### src/rtl/ascii_num_pkg.sv
// Shared constants and types for the ASCII number stream parser.
package ascii_num_pkg;

  localparam logic [7:0] CH_0     = 8'h30;
  localparam logic [7:0] CH_9     = 8'h39;
  localparam logic [7:0] CH_MINUS = 8'h2D;
  localparam logic [7:0] CH_PLUS  = 8'h2B;
  localparam logic [7:0] CH_SPACE = 8'h20;
  localparam logic [7:0] CH_COMMA = 8'h2C;
  localparam logic [7:0] CH_TAB   = 8'h09;
  localparam logic [7:0] CH_CR    = 8'h0D;
  localparam logic [7:0] CH_LF    = 8'h0A;

  typedef enum logic [1:0] {CC_DIGIT, CC_SIGN, CC_SEP, CC_INVALID} char_class_t;

  typedef enum logic [1:0] {IDLE, SIGN, DIGITS} parse_state_t;

endpackage

### src/rtl/ascii_char_classify.sv
// Combinational byte classifier: digit / sign / separator / invalid.
module ascii_char_classify
  import ascii_num_pkg::*;
#(
  parameter bit ALLOW_PLUS = 1'b1
) (
  input  logic [7:0]  char_i,
  output char_class_t class_o,
  output logic [3:0]  digit_o
);

  // Decode the character class and the numeric value of digits.
  always_comb begin
    class_o = CC_INVALID;
    digit_o = '0;
    if (char_i >= CH_0 && char_i <= CH_9) begin
      class_o = CC_DIGIT;
      digit_o = 4'(char_i - CH_0);
    end else if (char_i == CH_MINUS || (ALLOW_PLUS && char_i == CH_PLUS)) begin
      class_o = CC_SIGN;
    end else if (char_i inside {CH_SPACE, CH_COMMA, CH_TAB, CH_CR, CH_LF}) begin
      class_o = CC_SEP;
    end
  end

endmodule

### src/rtl/ascii_num_stream_parser.sv
// Splits an ASCII byte stream into signed, saturating DATA_WIDTH numbers.
module ascii_num_stream_parser
  import ascii_num_pkg::*;
#(
  parameter int unsigned DATA_WIDTH = 32,
  parameter bit          ALLOW_PLUS = 1'b1
) (
  input  logic                  clk,
  input  logic                  rst_n,
  input  logic                  clear,
  input  logic [7:0]            in_data,
  input  logic                  in_valid,
  output logic                  in_ready,
  input  logic                  in_last,
  output logic [DATA_WIDTH-1:0] out_data,
  output logic                  out_valid,
  input  logic                  out_ready,
  output logic                  out_overflow,
  output logic                  out_last,
  output logic                  err_invalid,
  output logic                  stream_done
);

  localparam int unsigned AW = DATA_WIDTH + 1;
  localparam int unsigned PW = DATA_WIDTH + 5;
  localparam logic [PW-1:0] LIM_NEG = PW'(1) << (DATA_WIDTH - 1);
  localparam logic [PW-1:0] LIM_POS = LIM_NEG - PW'(1);

  parse_state_t          state_q, state_d;
  logic [AW-1:0]         acc_q, acc_d;
  logic                  neg_q, neg_d;
  logic                  ovf_q, ovf_d;
  logic [DATA_WIDTH-1:0] out_data_q, out_data_d;
  logic                  out_valid_q, out_valid_d;
  logic                  out_ovf_q, out_ovf_d;
  logic                  out_last_q, out_last_d;
  logic                  err_q, err_d;
  logic                  done_q, done_d;

  char_class_t           cls;
  logic [3:0]            dig;
  logic                  accept;
  logic                  emit;
  logic [PW-1:0]         step;
  logic [PW-1:0]         lim;

  ascii_char_classify #(.ALLOW_PLUS(ALLOW_PLUS)) u_classify (
    .char_i  (in_data),
    .class_o (cls),
    .digit_o (dig)
  );

  assign in_ready = !out_valid_q | out_ready;
  assign accept   = in_valid & in_ready;

  // Parse FSM, saturating accumulator and output register next-state.
  always_comb begin
    state_d     = state_q;
    acc_d       = acc_q;
    neg_d       = neg_q;
    ovf_d       = ovf_q;
    emit        = 1'b0;
    err_d       = 1'b0;
    done_d      = 1'b0;
    out_valid_d = out_valid_q & ~out_ready;
    out_data_d  = out_data_q;
    out_ovf_d   = out_ovf_q;
    out_last_d  = out_last_q;
    lim         = neg_q ? LIM_NEG : LIM_POS;
    step        = PW'(acc_q) * PW'(10) + PW'(dig);

    if (accept) begin
      case (state_q)
        IDLE: begin
          case (cls)
            CC_DIGIT: begin
              state_d = DIGITS;
              acc_d   = AW'(dig);
              neg_d   = 1'b0;
              ovf_d   = 1'b0;
            end
            CC_SIGN: begin
              state_d = SIGN;
              acc_d   = '0;
              neg_d   = (in_data == CH_MINUS);
              ovf_d   = 1'b0;
            end
            CC_SEP: begin
            end
            default: err_d = 1'b1;
          endcase
        end
        default: begin
          case (cls)
            CC_DIGIT: begin
              state_d = DIGITS;
              if (step > lim) begin
                acc_d = lim[AW-1:0];
                ovf_d = 1'b1;
              end else begin
                acc_d = step[AW-1:0];
              end
            end
            CC_SEP:  emit = 1'b1;
            default: begin
              err_d   = 1'b1;
              state_d = IDLE;
            end
          endcase
        end
      endcase

      // in_last closes whatever is still pending after this byte, so the
      // emitted value is taken from the post-update accumulator.
      if (in_last && state_d != IDLE) emit = 1'b1;
      if (emit || in_last) state_d = IDLE;
      done_d = in_last;
    end

    if (emit) begin
      out_valid_d = 1'b1;
      out_data_d  = neg_d ? (DATA_WIDTH'(0) - acc_d[DATA_WIDTH-1:0])
                          : acc_d[DATA_WIDTH-1:0];
      out_ovf_d   = ovf_d;
      out_last_d  = in_last;
    end

    if (state_d == IDLE) begin
      acc_d = '0;
      neg_d = 1'b0;
      ovf_d = 1'b0;
    end
  end

  // State and output registers; clear acts as a synchronous reset.
  always_ff @(posedge clk or negedge rst_n) begin
    if (!rst_n) begin
      state_q     <= IDLE;
      acc_q       <= '0;
      neg_q       <= 1'b0;
      ovf_q       <= 1'b0;
      out_data_q  <= '0;
      out_valid_q <= 1'b0;
      out_ovf_q   <= 1'b0;
      out_last_q  <= 1'b0;
      err_q       <= 1'b0;
      done_q      <= 1'b0;
    end else if (clear) begin
      state_q     <= IDLE;
      acc_q       <= '0;
      neg_q       <= 1'b0;
      ovf_q       <= 1'b0;
      out_data_q  <= '0;
      out_valid_q <= 1'b0;
      out_ovf_q   <= 1'b0;
      out_last_q  <= 1'b0;
      err_q       <= 1'b0;
      done_q      <= 1'b0;
    end else begin
      state_q     <= state_d;
      acc_q       <= acc_d;
      neg_q       <= neg_d;
      ovf_q       <= ovf_d;
      out_data_q  <= out_data_d;
      out_valid_q <= out_valid_d;
      out_ovf_q   <= out_ovf_d;
      out_last_q  <= out_last_d;
      err_q       <= err_d;
      done_q      <= done_d;
    end
  end

  assign out_data     = out_data_q;
  assign out_valid    = out_valid_q;
  assign out_overflow = out_ovf_q;
  assign out_last     = out_last_q;
  assign err_invalid  = err_q;
  assign stream_done  = done_q;

endmodule

### config.mk
export PLATFORM = sky130hd
export DESIGN_NAME = ascii_num_stream_parser
export DESIGN_NICKNAME = d
export VERILOG_FILES = /design/src/rtl/ascii_num_pkg.sv /design/src/rtl/ascii_char_classify.sv /design/src/rtl/ascii_num_stream_parser.sv
export SDC_FILE = /design/constraint.sdc
export NUM_CORES = 1
export LEC_CHECK = 0
export CELL_PAD_IN_SITES_DETAIL_PLACEMENT = 1
export CELL_PAD_IN_SITES_GLOBAL_PLACEMENT = 1
export CORE_MARGIN = 5
export CORE_UTILIZATION = 40
export CTS_BUF_LIST = sky130_fd_sc_hd__clkbuf_8 sky130_fd_sc_hd__clkbuf_16
export CTS_CLUSTER_DIAMETER = 80
export CTS_CLUSTER_SIZE = 20
export DETAILED_ROUTE_END_ITERATION = 10
export GPL_ROUTABILITY_DRIVEN = 0
export PLACE_DENSITY_LB_ADDON = 0.2
export SYNTH_ARGS = -nofsm -noshare
export SYNTH_HDL_FRONTEND = slang
export SYNTH_HIERARCHICAL = 1
export SYNTH_SLANG_ARGS = --single-unit
### constraint.sdc
create_clock -name clk -period 17.4 [get_ports clk]
set_input_delay 3.48 -clock clk [delete_from_list [all_inputs] [get_ports clk]]
set_output_delay 3.48 -clock clk [all_outputs]
set_load 0.01 [all_outputs]
==> summary.txt, run 1 <==
================================================================================
Worst-case reg-to-reg path depth                                              29
Total number of nets in the final design                                    1229
Launching instance or port of the critical path                       in_data[6]
Hold violation count in the final report                                       0
FP Rows                                                                       54
CTS buffer count                                                               9
Per-cell via count in the routed design                                     6.18
Max-slew violation count                                                       0
Clock period minus final worst setup slack                              12.77 ns
Clock tree from TritonCTS                                                  built
Top cells by area, synth                                            dfrtp_1, ha_1, nor2_1
Transition at the pin with the smallest max-transition slack             1.25 ns
Count of unique library cells instantiated by Yosys                           99
Vias in the first global route                                              9035
CTS sink cnt                                                                  74
Sequential fraction of design power                                        41.8%
Sequential cell area in the final layout                                1850 µm²
R2R Setup Slk                                                            7.64 ns
Leading cell type by number of instances after synthesis                  nor2_1
Share of synthesized area spent on multiplexers                            1.20%
Critical Path Fanout Max                                                      14
Number of fillers in the final layout                                       2651
Multi-input gate area                                                   6630 µm²
Syn-to-layout area delta                                                   12.0%
WHS Path Cells                                                                 2
Adder-cell share of the synthesized area                                   14.4%
Area of the mapped netlist                                              8790 µm²
Estimated wirelength of the detail-placed design                        23700 µm
Relative slew margins                                                      16.3%
VDD IR max                                                               46.6 µV
RSZ-0062 raised after global routing                                       false
CTS H-Tree Depth                                                               3
Synthesized area divided by synthesized cell count                      8.05 µm²
Routed vias                                                                 8652
Commonest cells in the netlist                                      nor2_1, nand2_1, ha_1, a21oi_1, dfrtp_1
NetSw                                                                  0.0935 mW
Worst Hold End                                                      out_data[26]
Global-route congestion overflow total                                         0
Power density over the cells                                         42.0 nW/µm²
Most area-hungry cell type in the Yosys netlist                          dfrtp_1
Floorplan core area                                                    21800 µm²
Final WL                                                                30000 µm
Antenna violation net count after detailed routing                             0
Top cell family by delay on the critical path                       simple AND/OR/NAND/NOR gates
Class of the worst hold path                                             reg2reg
Die height                                                                158 µm
Area of the die                                                        25000 µm²
Startpoint of the worst-slack reg-to-reg timing path                    acc_q[1]
Simple logic cell fraction of the synthesized area                         26.4%
Starting density of the core                                               40.4%
Longest individual stage delay on the worst path                         0.98 ns
Fmax                                                                    78.3 MHz
GRT Overall Usage                                                          24.4%
Data required, critical path                                            17.60 ns
Worst EP arrival                                                        12.96 ns
Share of synthesized flip-flops with an asynchronous set or reset           100%
Max cap viols                                                                  0
Buffer and inverter count on the worst path                                    1
Hold path startpoint                                                out_data[26]
Number of flops mapped to enable cells by yosys                                0
Die width                                                                 158 µm
Static leakage                                                           4.37 nW
Number of buffer cells added on primary ports                                 51
Average routed wire per standard cell                                    21.4 µm
Initial antenna violation count                                                0
Latest clock arrival within the worst-skew pair                          0.35 ns
Terminus of the critical flop-to-flop path                          out_data[23]
Internal power                                                          0.320 mW
Clock Pin Slew Worst Setup and Hold Paths                                0.06 ns
Count of cells resized by post-cts repair                                      0
Final period util                                                          73.4%
Layout cells sized above 1                                                 7.59%
Iteration-0 DRC count of the detailed router                                 518
Combinational Power Share                                                   5.0%
Combinational family with the most area after synthesis             compound AO/OA/AOI/OAI gates
Post-Syn Nets                                                               1206
Root Buffer Master                                                     clkbuf_16
CP max-delay cell                                                       a221oi_1
Yosys warning count                                                            6
Maximum root-to-sink buffer count                                              2
WS Path Type                                                              in2reg
Portion of total power attributed to the clock network                     53.2%
Setup skew after layout                                               0.00921 ns
Share of synthesized area occupied by flip-flops and latches               21.1%
Synthesized instance count                                                  1092
Status                                                                 completed
Flip-flop cell with the highest count after synthesis                    dfrtp_1
Critical path startpoint category                                     input port
Final setup fails                                                              0
Switching power share of the total                                         22.6%
DRT Pass-1 Iters                                                               5
CTS Hold Bufs                                                                  0
Dpl cell area                                                           9500 µm²
Boundary Pins                                                                 52
Pin count of the biggest net entering global routing                          75
Complex-gate fraction of the synthesized area                              26.5%
DRC violations left                                                            0
Share of the synthesized area in the top cell type                         21.1%
Post-synthesis share of cell area spent on xor and xnor gates              6.88%
Global-route wire length before repair                                  49100 µm
Worst setup EP type                                                     register
Post-Layout Inst Area                                                   9840 µm²
Post-synthesis sequential element count                                       74
Antenna Cells                                                                  0
Post-CTS setup-driven buffer insertion count                                   0
Final total negative setup slack                                            0 ns
================================================================================
final cells by class:
class                      count  area share (%)
tap                          280            3.56
clock inverter                 7            1.18
timing repair buffer          61            5.93
sequential                    74            18.8
inverter                      21           0.801
clock buffer                   9            2.29
multi-input combinational    948            67.4
how the worst max path moves through the flow:
| stage | to | slack, ns | depth (start not counted) |
|---|---|---|---|
| after CTS | out_data[23] | 4.85 | 27 |
| after global routing | out_data[23] | 3.86 | 27 |
| final | out_data[23] | 4.63 | 27 |
| after global placement | out_data[23] | 4.98 | 27 |
| after floorplan | out_data[23] | 6.89 | 26 |
| after detailed placement | out_data[21] | 4.56 | 27 |
per-layer routing:
layer / GRT usage [%] / share of wire [%] / vias up
met5: 0 / 0 / -
met4: 7.23 / 2.9 / 0
met3: 2.43 / 3.2 / 45
met2: 41.3 / 48 / 177
met1: 33.0 / 45 / 4288
li1: - / - / 4142
flip-flops by register name (all words and copies together), names as in the netlist:
register / count
acc_q: 33
err_invalid: 1
neg_q: 1
out_data: 32
out_last: 1
out_overflow: 1
out_valid: 1
ovf_q: 1
state_q: 2
stream_done: 1
kinds of logic (layout without fill, tap and decap cells):
logic type	count (synthesis)	in the layout
buffers and inverters	70	98
and+or+nand+nor	441	441
muxes	10	10
DFF	74	74
adders and majority gates	100	100
AOI/OAI and AO/OA	328	328
xor gates and xnor gates	69	69
tightest hold or removal path, delay by kind of cell (launching register included):
kind             cells  cell delay, ns
AND/OR/NAND/NOR      1            0.05
flip-flops           1            0.35
AO/OA/AOI/OAI        1            0.06
cells in the final DEF, fill, tap and decap left out, drive strengths merged, types with 11 or more instances in the layout:
cell	count
and2	20
nand2	112
o21a	11
a211oi	18
xnor2	37
a21oi	80
nand4	27
or3	13
inv	22
dfrtp	74
a21o	28
o21ai	64
nand3	23
xor2	32
nor2	124
nor4	20
nor3	29
o211ai	11
buf	11
nor2b	13
a31oi	16
ha	98
clkdlybuf4s50	50
power by group through the flow:
stage	logic [mW]	registers (mW)	clock network, mW
after global placement	0.0204	0.176	0
final	0.0205	0.173	0.220
after CTS	0.0209	0.173	0.221
after global routing	0.0229	0.173	0.230
after detailed placement	0.0208	0.176	0
after floorplan	0.00887	0.176	0
per-stage QoR:
stage               worst slack, ns  util [%]  hold WS, ns  cells  total power, mW
floorplan                      6.89         -        0.506   1092            0.185
global placement               4.98      43.7        0.466   1384            0.196
detailed placement             4.56      43.7        0.482   1384            0.197
CTS                            4.85      45.2        0.495   1400            0.415
global route                   3.86      45.2        0.523   1400            0.425
finish                         4.63      45.2        0.492   1400            0.413
Note: power is estimated with default switching activity, not from simulation.
==> run 2: changes to the inputs <==
==> constraint.sdc (replaced) <==
create_clock -name clk -period 10.63 [get_ports clk]
set_input_delay 2.126 -clock clk [delete_from_list [all_inputs] [get_ports clk]]
set_output_delay 2.126 -clock clk [all_outputs]
set_load 0.01 [all_outputs]
==> run 2 against run 1 <==
  * Design area up 0.72%
  * Critical path depth up 1
  * Worst setup slack worse by 3.9 ns
  * Combinational power up 66%
  * Clock skew about the same
  * Core utilization up 0.33 points
  * Total power up 63%
  * Sequential power up 64%
  * Largest cell class unchanged
==> summary.txt, run 2 (synthesis gave the netlist of run 1 again) <==
===========================================================================
Class of the worst hold path                                        reg2reg   unchanged
Layout cells sized above 1                                            8.10%   was 7.59%
Power density over the cells                                    68.1 nW/µm²   was 42.0 nW/µm²
Final period util                                                     93.6%
Status                                                            completed   unchanged
Worst EP arrival                                                   10.20 ns   was 12.96 ns
WHS Path Cells                                                            2   unchanged
DRC violations left                                                       0   unchanged
VDD IR max                                                          82.3 µV   was 46.6 µV
Starting density of the core                                          40.4%   unchanged
Die height                                                           158 µm   unchanged
Root Buffer Master                                                clkbuf_16   unchanged
Critical path startpoint category                                input port   unchanged
Latest clock arrival within the worst-skew pair                     0.34 ns   was 0.35 ns
GRT Overall Usage                                                     23.9%   was 24.4%
Startpoint of the worst-slack reg-to-reg timing path               acc_q[1]   unchanged
Critical Path Fanout Max                                                 16   was 14
Maximum root-to-sink buffer count                                         2   unchanged
Global-route congestion overflow total                                    0   unchanged
CTS sink cnt                                                             74   unchanged
Fmax                                                                101 MHz
Most frequent cells in the layout                              nor2_1, nand2_1, ha_1, a21oi_1, dfrtp_1   unchanged
Relative slew margins                                                 17.8%   was 16.3%
Clock Pin Slew Worst Setup and Hold Paths                           0.06 ns   about the same
Hold path startpoint                                           out_data[13]   was out_data[26]
WS Path Type                                                         in2reg   unchanged
Hold violation count in the final report                                  0   unchanged
Antenna Cells                                                             0   unchanged
CTS Hold Bufs                                                             0   unchanged
Largest register FFs                                                     33   unchanged
Syn-to-layout area delta                                              12.8%   was 12.0%
Total number of nets in the final design                               1233   was 1229
Worst Hold End                                                 out_data[13]   was out_data[26]
Floorplan core area                                               21800 µm²   unchanged
Number of buffer cells added on primary ports                            51   unchanged
Max cap viols                                                             0   unchanged
CTS buffer count                                                          9   unchanged
Clock tree from TritonCTS                                             built   unchanged
DRT Pass-1 Iters                                                          5   unchanged
# placed instances                                                     1387   was 1384
Max-slew violation count                                                  0   unchanged
Terminus of the critical flop-to-flop path                     out_data[28]   was out_data[23]
Post-Layout Inst Area                                              9910 µm²   was 9840 µm²
CTS H-Tree Depth                                                          3   unchanged
Antenna violation net count after detailed routing                        0   unchanged
Transition at the pin with the smallest max-transition slack        1.23 ns   was 1.25 ns
Average routed wire per standard cell                               21.3 µm   was 21.4 µm
Data required, critical path                                       10.88 ns   was 17.60 ns
R2R Setup Slk                                                       1.95 ns   was 7.64 ns
Worst setup EP type                                                register   unchanged
Dpl cell area                                                      9530 µm²   was 9500 µm²
Clock period minus final worst setup slack                          9.94 ns
Worst-case reg-to-reg path depth                                         30   was 29
Final WL                                                           29900 µm   was 30000 µm
Non-Filler Instances                                                   1403   was 1400
Boundary Pins                                                            52   unchanged
Pin count of the biggest net entering global routing                     75   unchanged
Static leakage                                                      4.40 nW   was 4.37 nW
FP Rows                                                                  54   unchanged
Most common cell after layout, fill and taps aside                   nor2_1   unchanged
Per-cell via count in the routed design                                6.19   was 6.18
Estimated wirelength of the detail-placed design                   23700 µm   about the same
Area of the die                                                   25000 µm²   unchanged
Final setup fails                                                         0   unchanged
Routed vias                                                            8682   was 8652
Setup skew after layout                                          0.00888 ns   was 0.00921 ns
Largest register by flop count                                        acc_q   unchanged
Vias in the first global route                                         9064   was 9035
RSZ-0062 raised after global routing                                  false   unchanged
Initial antenna violation count                                           0   unchanged
Final total negative setup slack                                       0 ns   unchanged
Global-route wire length before repair                             48100 µm   was 49100 µm
Die width                                                            158 µm   unchanged
Iteration-0 DRC count of the detailed router                            487   was 518
===========================================================================
[run 2: stage by stage]
step                      setup slack, ns  hold WS [ns]  utilization (%)  power [mW]
after CTS                           0.106         0.491             45.4       0.678
after floorplan                      1.48         0.506                -       0.303
final                               0.685         0.487             45.6       0.675
after global routing              0.00453         0.524             45.6       0.694
after detailed placement           -0.165         0.478             43.8       0.322
after global placement              0.283         0.466             43.8       0.321
[run 2: power by group]
group          internal [mW]  switching (mW)
combinational         0.0118          0.0222
clock                  0.234           0.124
sequential             0.283        0.000383
[run 2: worst max-delay path by stage]
stage	start	end	slack (ns)	depth (start not counted)
3_3_place_gp	in_data[6]	out_data[22]	0.28	28
5_1_grt	in_data[6]	out_data[21]	0.005	28
4_1_cts	in_data[6]	out_data[22]	0.11	28
6_report	in_data[6]	out_data[28]	0.69	28
3_5_place_dp	in_data[6]	out_data[22]	-0.17	28
2_1_floorplan	in_data[6]	out_data[23]	1.48	26
[run 2: critical path, cell delays in order]
cell	delay, ns
clkdlybuf4s50_1	0.45
nand4bb_1	0.29
nor4b_2	0.44
ha_1	0.27
a21oi_1	0.14
nor3b_2	0.33
nand4_1	0.20
or4_1	0.58
nor3_1	0.38
nand2_1	0.12
xnor2_1	0.34
ha_1	0.32
a21o_1	0.17
a21o_1	0.18
a21oi_1	0.14
nor2_1	0.05
a2111oi_0	0.37
o21bai_1	0.13
a221o_1	0.37
a221o_1	0.61
or4_4	0.60
a32oi_4	0.37
nand3_2	0.18
nor4_4	0.34
buf_4	0.22
a31oi_1	0.11
xnor2_1	0.14
o21ai_0	0.19
[run 2: routing by layer]
metal / wire, µm / up-vias / global-route usage [%]
li1: - / 4146 / -
met1: 13600 / 4306 / 31.6
met2: 14300 / 187 / 40.9
met3: 1040 / 43 / 2.73
met4: 910 / 0 / 7.27
met5: 0 / - / 0
[run 2: cell type report]
class,count,area (µm²)
Fill cell,2657,11800
Multi-Input combinational cell,948,6680
Sequential cell,74,1850
Timing Repair Buffer,65,613
Tap cell,280,350
Clock buffer,10,239
Clock inverter,5,103
Inverter,21,78.8
[run 2: what timing repair did]
action / CTS / global route
buffers inserted: 0 / 1
resized for setup: 0 / 5
setup endpoints to repair: 0 / 26
